<file path="src/rtl/fp_wb_pkg.sv">
// rtl/fp_wb_pkg.sv - shared widths, zero-register index and write-port record for the FP writeback arbiter
package fp_wb_pkg;

  localparam int FP_ADDR_W = 5;
  localparam int FP_DATA_W = 32;
  localparam logic [FP_ADDR_W-1:0] FP_ZERO_REG = 5'd22;

  typedef struct packed {
    logic                 we;
    logic [FP_ADDR_W-1:0] addr;
    logic [FP_DATA_W-1:0] data;
  } fp_wr_t;

endpackage

</file>
<file path="src/rtl/fp_rr_pick.sv">
// rtl/fp_rr_pick.sv - combinational round-robin picker: first set valid bit at or after start, wrapping
module fp_rr_pick #(
  parameter  int N     = 4,
  localparam int PTR_W = $clog2(N)
) (
  input  logic [N-1:0]     valid,
  input  logic [PTR_W-1:0] start,
  output logic [N-1:0]     grant,
  output logic             found
);

  logic [PTR_W-1:0] idx;

  always_comb begin
    grant = '0;
    found = 1'b0;
    idx   = '0;
    for (int k = 0; k < N; k++) begin
      idx = PTR_W'((int'(start) + k) % N);
      if (!found && valid[idx]) begin
        grant[idx] = 1'b1;
        found      = 1'b1;
      end
    end
  end

endmodule

</file>
<file path="src/rtl/fp_writeback_arbiter.sv">
// rtl/fp_writeback_arbiter.sv - two-port round-robin FP register-file writeback arbiter
// Optional: FP_ZERO_REG_PROTECT_EN consumes writes to FP_ZERO_REG without asserting a write enable.
module fp_writeback_arbiter
  import fp_wb_pkg::*;
#(
  parameter int N_REQ  = 4,
  parameter int ADDR_W = FP_ADDR_W,
  parameter int DATA_W = FP_DATA_W
) (
  input  logic                    clk,
  input  logic                    rst,
  input  logic [N_REQ-1:0]        req_valid,
  input  logic [N_REQ*ADDR_W-1:0] req_addr,
  input  logic [N_REQ*DATA_W-1:0] req_data,
  output logic [N_REQ-1:0]        req_ready,
  output logic                    f_WE,
  output logic [ADDR_W-1:0]       f_write_addr,
  output logic [DATA_W-1:0]       f_data,
  output logic                    f_WE2,
  output logic [ADDR_W-1:0]       f_write_addr2,
  output logic [DATA_W-1:0]       f_data2,
  output logic [31:0]             pend_mask
);

  localparam int PTR_W = $clog2(N_REQ);

  logic [PTR_W-1:0]  rr_ptr_q, rr_ptr_d;
  logic              f_we_q, f_we_d, f_we2_q, f_we2_d;
  logic [ADDR_W-1:0] f_addr_q, f_addr_d, f_addr2_q, f_addr2_d;
  logic [DATA_W-1:0] f_data_q, f_data_d, f_data2_q, f_data2_d;

  logic [N_REQ-1:0]  grant_a, grant_b, valid_b, same_addr, last_grant;
  logic              found_a, found_b, write_a, write_b;
  logic [ADDR_W-1:0] addr_a, addr_b;
  logic [DATA_W-1:0] data_a, data_b;

  fp_rr_pick #(.N(N_REQ)) u_pick_a (
    .valid (req_valid),
    .start (rr_ptr_q),
    .grant (grant_a),
    .found (found_a)
  );

  always_comb begin
    addr_a = '0;
    data_a = '0;
    for (int i = 0; i < N_REQ; i++) begin
      if (grant_a[i]) begin
        addr_a = req_addr[i*ADDR_W +: ADDR_W];
        data_a = req_data[i*DATA_W +: DATA_W];
      end
    end
  end

  // Same-register requesters wait a cycle so both ports never hit one register.
  always_comb begin
    same_addr = '0;
    for (int i = 0; i < N_REQ; i++) begin
      same_addr[i] = found_a && (req_addr[i*ADDR_W +: ADDR_W] == addr_a);
    end
    valid_b = req_valid & ~grant_a & ~same_addr;
  end

  fp_rr_pick #(.N(N_REQ)) u_pick_b (
    .valid (valid_b),
    .start (rr_ptr_q),
    .grant (grant_b),
    .found (found_b)
  );

  always_comb begin
    addr_b = '0;
    data_b = '0;
    for (int i = 0; i < N_REQ; i++) begin
      if (grant_b[i]) begin
        addr_b = req_addr[i*ADDR_W +: ADDR_W];
        data_b = req_data[i*DATA_W +: DATA_W];
      end
    end
  end

  assign req_ready = rst ? '0 : (grant_a | grant_b);

`ifdef FP_ZERO_REG_PROTECT_EN
  assign write_a = found_a && (addr_a != ADDR_W'(FP_ZERO_REG));
  assign write_b = found_b && (addr_b != ADDR_W'(FP_ZERO_REG));
`else
  assign write_a = found_a;
  assign write_b = found_b;
`endif

  always_comb begin
    last_grant = found_b ? grant_b : grant_a;
    rr_ptr_d   = rr_ptr_q;
    for (int i = 0; i < N_REQ; i++) begin
      if (last_grant[i]) rr_ptr_d = PTR_W'((i + 1) % N_REQ);
    end
    f_we_d    = write_a;
    f_addr_d  = found_a ? addr_a : f_addr_q;
    f_data_d  = found_a ? data_a : f_data_q;
    f_we2_d   = write_b;
    f_addr2_d = found_b ? addr_b : f_addr2_q;
    f_data2_d = found_b ? data_b : f_data2_q;
  end

  always_ff @(posedge clk) begin
    if (rst) begin
      rr_ptr_q  <= '0;
      f_we_q    <= 1'b0;
      f_addr_q  <= '0;
      f_data_q  <= '0;
      f_we2_q   <= 1'b0;
      f_addr2_q <= '0;
      f_data2_q <= '0;
    end else begin
      rr_ptr_q  <= rr_ptr_d;
      f_we_q    <= f_we_d;
      f_addr_q  <= f_addr_d;
      f_data_q  <= f_data_d;
      f_we2_q   <= f_we2_d;
      f_addr2_q <= f_addr2_d;
      f_data2_q <= f_data2_d;
    end
  end

  assign f_WE          = f_we_q;
  assign f_write_addr  = f_addr_q;
  assign f_data        = f_data_q;
  assign f_WE2         = f_we2_q;
  assign f_write_addr2 = f_addr2_q;
  assign f_data2       = f_data2_q;

  assign pend_mask = (f_we_q  ? (32'd1 << f_addr_q)  : 32'd0)
                   | (f_we2_q ? (32'd1 << f_addr2_q) : 32'd0);

endmodule

</file>
<file path="config.mk">
export PLATFORM = sky130hd
export DESIGN_NAME = fp_writeback_arbiter
export DESIGN_NICKNAME = d
export VERILOG_FILES = /design/src/rtl/fp_wb_pkg.sv /design/src/rtl/fp_rr_pick.sv /design/src/rtl/fp_writeback_arbiter.sv
export SDC_FILE = /design/constraint.sdc
export NUM_CORES = 1
export LEC_CHECK = 0
export BUFFER_PORTS_ARGS = -buffer_cell sky130_fd_sc_hd__buf_2
export CAP_MARGIN = 20
export CORE_MARGIN = 2
export CORE_UTILIZATION = 40
export CTS_BUF_LIST = sky130_fd_sc_hd__clkbuf_4
export DETAILED_ROUTE_END_ITERATION = 12
export PLACE_DENSITY = 0.64
export RECOVER_POWER = 25
export SETUP_SLACK_MARGIN = 0.4
export SLEW_MARGIN = 10
export SYNTH_ARGS = -nofsm -noshare
export SYNTH_HDL_FRONTEND = slang
export SYNTH_SLANG_ARGS = --single-unit
</file>
<file path="constraint.sdc">
create_clock -name clk -period 16.75 [get_ports clk]
set_clock_uncertainty 0.15 [all_clocks]
set_input_delay 0.8375 -clock clk [delete_from_list [all_inputs] [get_ports clk]]
set_output_delay 0.8375 -clock clk [all_outputs]
set_load 0.02 [all_outputs]
</file>
==> key figures <==
Worst setup path
  • Reg2Reg Depth: 17
  • Crit end category: output pin
  • Data required, critical path: around 16000 ps
  • CP arrival: approximately 7700 ps
  • Setup Crit Path Kind: flop to output pin
  • Max Fanout on Critical Path: 93
  • CP Launch Type: flop

Floorplanning
  • Die area: around 18000 um2
  • Die height: 135 um
  • IO Count: 266
  • Die Width: 135 um
  • Num rows: 47
  • Initial Util: between 40% and 50%
  • Core Footprint: 16600 um2

Cells and area
  • Non-Filler Instances: 1291
  • Finished Cell Area: 8190 um2
  • Share of layout cells above drive strength 1: 27.8%
  • Final core occ: between 40% and 50%
  • FILL cells: 1701
  • P&R area growth vs syn: 20.2%
  • Nets: 1221

Timing
  • Tmin final: 8720 ps
  • Max Fclk: 115 MHz
  • Worst slew pin tran: around 2500 ps
  • Final setup violation count: 0
  • Final period util: between 50% and 60%
  • Slew Viols, Final: 43
  • TNS Setup: 0 ps
  • Worst slew margin: -68.1%
  • Final Hold Violating Endpoints: 0
  • RSZ-0062 raised after global routing: false

Global route
  • Vias in the first global route: 7904
  • Gr usage total: 30.5%
  • Overflow after GRT: 0
  • Largest net degree at the start of global routing: 94
  • Initial antenna violation count: 3
  • First-pass GRT wire length: 44.1 mm

Synth
  • Distinct cells, synth: between 70 and 80
  • Synth Area per Inst: 7.73 um2
  • Post-synth top flop: dfxtp_1
  • Sequential fraction of the synthesis area: a little under a quarter
  • Syn Nets: between 1k and 1.5k
  • #FFs+latches synth: 78
  • Area of the mapped netlist: 6820 um2
  • Post-Synthesis Cells: 882
  • Synth Warn #: 0
  • Post-synth ARST share: 0%
  • Number of synthesized flops with an enable pin: 0

Clock tree
  • Resize count post-CTS: 0
  • Clk pin slew, worst setup/hold paths: 130 ps
  • # clock sinks: just under 80
  • CTS H-tree depth: 3
  • CTS root buf: clkbuf_4
  • Post-CTS Setup Inserts: 0
  • Clk buf depth: 2
  • CTS buffer count: 9
  • Hold-fix buffers, CTS: 0
  • CTS tree: done
  • Worst-Skew Late Latency: 450 ps

Drt
  • WL/cell: 22.8 um
  • First-pass detailed-route iteration total: 5
  • DR iter-0 viols: 1048
  • Post-Route WL: between 20 and 30 mm
  • DR vias/cell: 6.71
  • Via count: 8666
  • DR DRC count: 0
  • Detail Route Antenna Nets: 0

Placed design
  • I/O Buffers: between 200 and 300
  • Dpl cells: ~1.3k
  • DP Area: slightly above 8000 um2
  • Dpl hpwl: 19.5 mm
  • GP Congestion: ~0.99

Status
  • Failing checks: capacitance limit, slew limit
  • Status: finished with violations

Power
  • Power density cells: 242 nW/um2
  • Net switching power: 1120 uW
  • Internal Power: 860 uW
  • Max VDD drop: 0.139 mV
  • Switch share: 56.6%
  • Total Power: ~2000 uW
  • Pleak: around 0.0032 uW
  • Sequential power share: between 15 and 20%
  • Share of total power in the clock network: 7.0%
  • Comb power frac: 77.4%

Hold path
  • Worst Hold Class: flop to flop
  • Hold path cells: 2

Run
  • Max-cap viol count: 1
## state kept, by name, indices dropped and copies added (netlist names)
signal         count
f_WE               1
f_write_addr2      5
rr_ptr_q           2
f_data            32
f_data2           32
f_write_addr       5
f_WE2              1
## cell usage after synthesis, drive strengths merged, types with 3 or more instances
master   number  area, um2
nand4         6       37.5
or3           3       18.8
a21oi        23        119
or4b          3       30.0
a311o         3       30.0
mux2i         7       77.6
nand2b        8       50.1
o22ai        39        244
a2bb2oi      38        333
a2111oi       8        133
buf          46        267
a221oi       68        602
nor3         40        200
or3b          6       52.6
o21ai        22        110
a32oi        37        324
mux4          5        113
ha            4       50.1
xor2          3       26.3
nor2         86        323
a21o          5       37.5
inv          12       45.0
clkbuf       63        236
nor4          6       43.8
nand3        87        435
mux2          4       45.0
dfxtp        78       1560
a211oi        5       37.5
nand2        39        146
o21a          8       61.3
a31oi         9       62.6
o211ai       43        378
xnor2        10       87.6
nor2b         4       25.0
and3          7       43.8
nand3b       10       75.1
## kinds of logic after synthesis
group                      count (synthesis)  share of synthesized area (%)
AOI/OAI and AO/OA                        336                           40.2
xor gates and xnor gates                  13                           1.67
adders and majority gates                  4                          0.734
buffers and inverters                    121                           8.04
DFF                                       78                           22.9
muxes                                     16                           3.45
and+or+nand+nor                          314                           23.0
## power by group through the flow
stage                     registers [uW]  logic [uW]  clock network (uW)
final                                310        1540                 138
after global routing                 317        1640                 146
after CTS                            307        1510                 139
after detailed placement             310        1510                   0
after global placement               311        1500                   0
after floorplan                      358        1110                   0
## routing by layer
| layer | up-vias | GRT usage [%] | wire, um | part of all wire (%) |
|---|---|---|---|---|
| li1 | 3894 | - | - | - |
| met2 | 635 | 49.4 | 13800 | 47 |
| met4 | 0 | 12.6 | 941 | 3.2 |
| met3 | 80 | 5.71 | 2980 | 10 |
| met5 | - | 0 | 0 | 0 |
| met1 | 4057 | 40.1 | 11700 | 40 |
## placed cells by master (no fill, tap or decap), types with 5 or more instances in the layout
cell         n
a211oi_1     5
a21o_1       5
a21oi_1     21
a221oi_1    67
a2bb2oi_1   38
a31oi_1      8
a32oi_1     37
and3_1       7
buf_2      219
buf_4       13
clkbuf_1    47
clkbuf_4    10
dfxtp_1     78
inv_1       12
mux2i_1      5
mux4_2       5
nand2_1     39
nand2b_1     7
nand3_1     87
nand3b_1    10
nand4_1      6
nor2_1      84
nor3_1      40
o211ai_1    32
o211ai_2    11
o21a_1       7
o21ai_0     16
o22ai_1     39
xnor2_1     10
## metrics by stage
step	worst slack, ps	hold WS (ps)
2_1_floorplan	10320	422
3_3_place_gp	8790	305
3_5_place_dp	8500	313
4_1_cts	8100	349
5_1_grt	7530	374
6_report	8030	348
## critical path, stage by stage, from the launching register on
cell	delay (ps)
dfxtp_1	770
inv_1	470
ha_1	580
or3b_1	450
a2111oi_4	480
o21ai_0	260
o21ai_4	100
buf_4	730
nand2_1	170
a32o_1	300
nor4_1	280
a21oi_1	230
or3b_1	420
a2111oi_2	620
o21ai_0	130
a21bo_2	860
nor2_1	80
nor2_1	120
buf_2	180
## layout make-up
cell class	instances	area, um2	share of cell area (%)
Clock inverter	6	86.3	1.05
Multi-Input combinational cell	683	4770	58.2
Sequential cell	78	1560	19.1
Tap cell	220	275	3.36
Antenna cell	3	7.51	0.0917
Timing Repair Buffer	279	1370	16.7
Inverter	12	45.0	0.550
Clock buffer	10	75.1	0.917
## final timing paths
path / end / startpoint / slack, ps
worst max register to register: f_data2[7]$_SDFFE_PP0N_ / rr_ptr_q[0]$_SDFFE_PP0P_ / 8390
worst min register to register: f_data2[30]$_SDFFE_PP0N_ / f_data2[30]$_SDFFE_PP0N_ / 350
worst min-delay path: f_data2[30]$_SDFFE_PP0N_ / f_data2[30]$_SDFFE_PP0N_ / 350
worst max-delay path: req_ready[2] / rr_ptr_q[0]$_SDFFE_PP0P_ / 8030
Power figures use the tool's default switching activity.
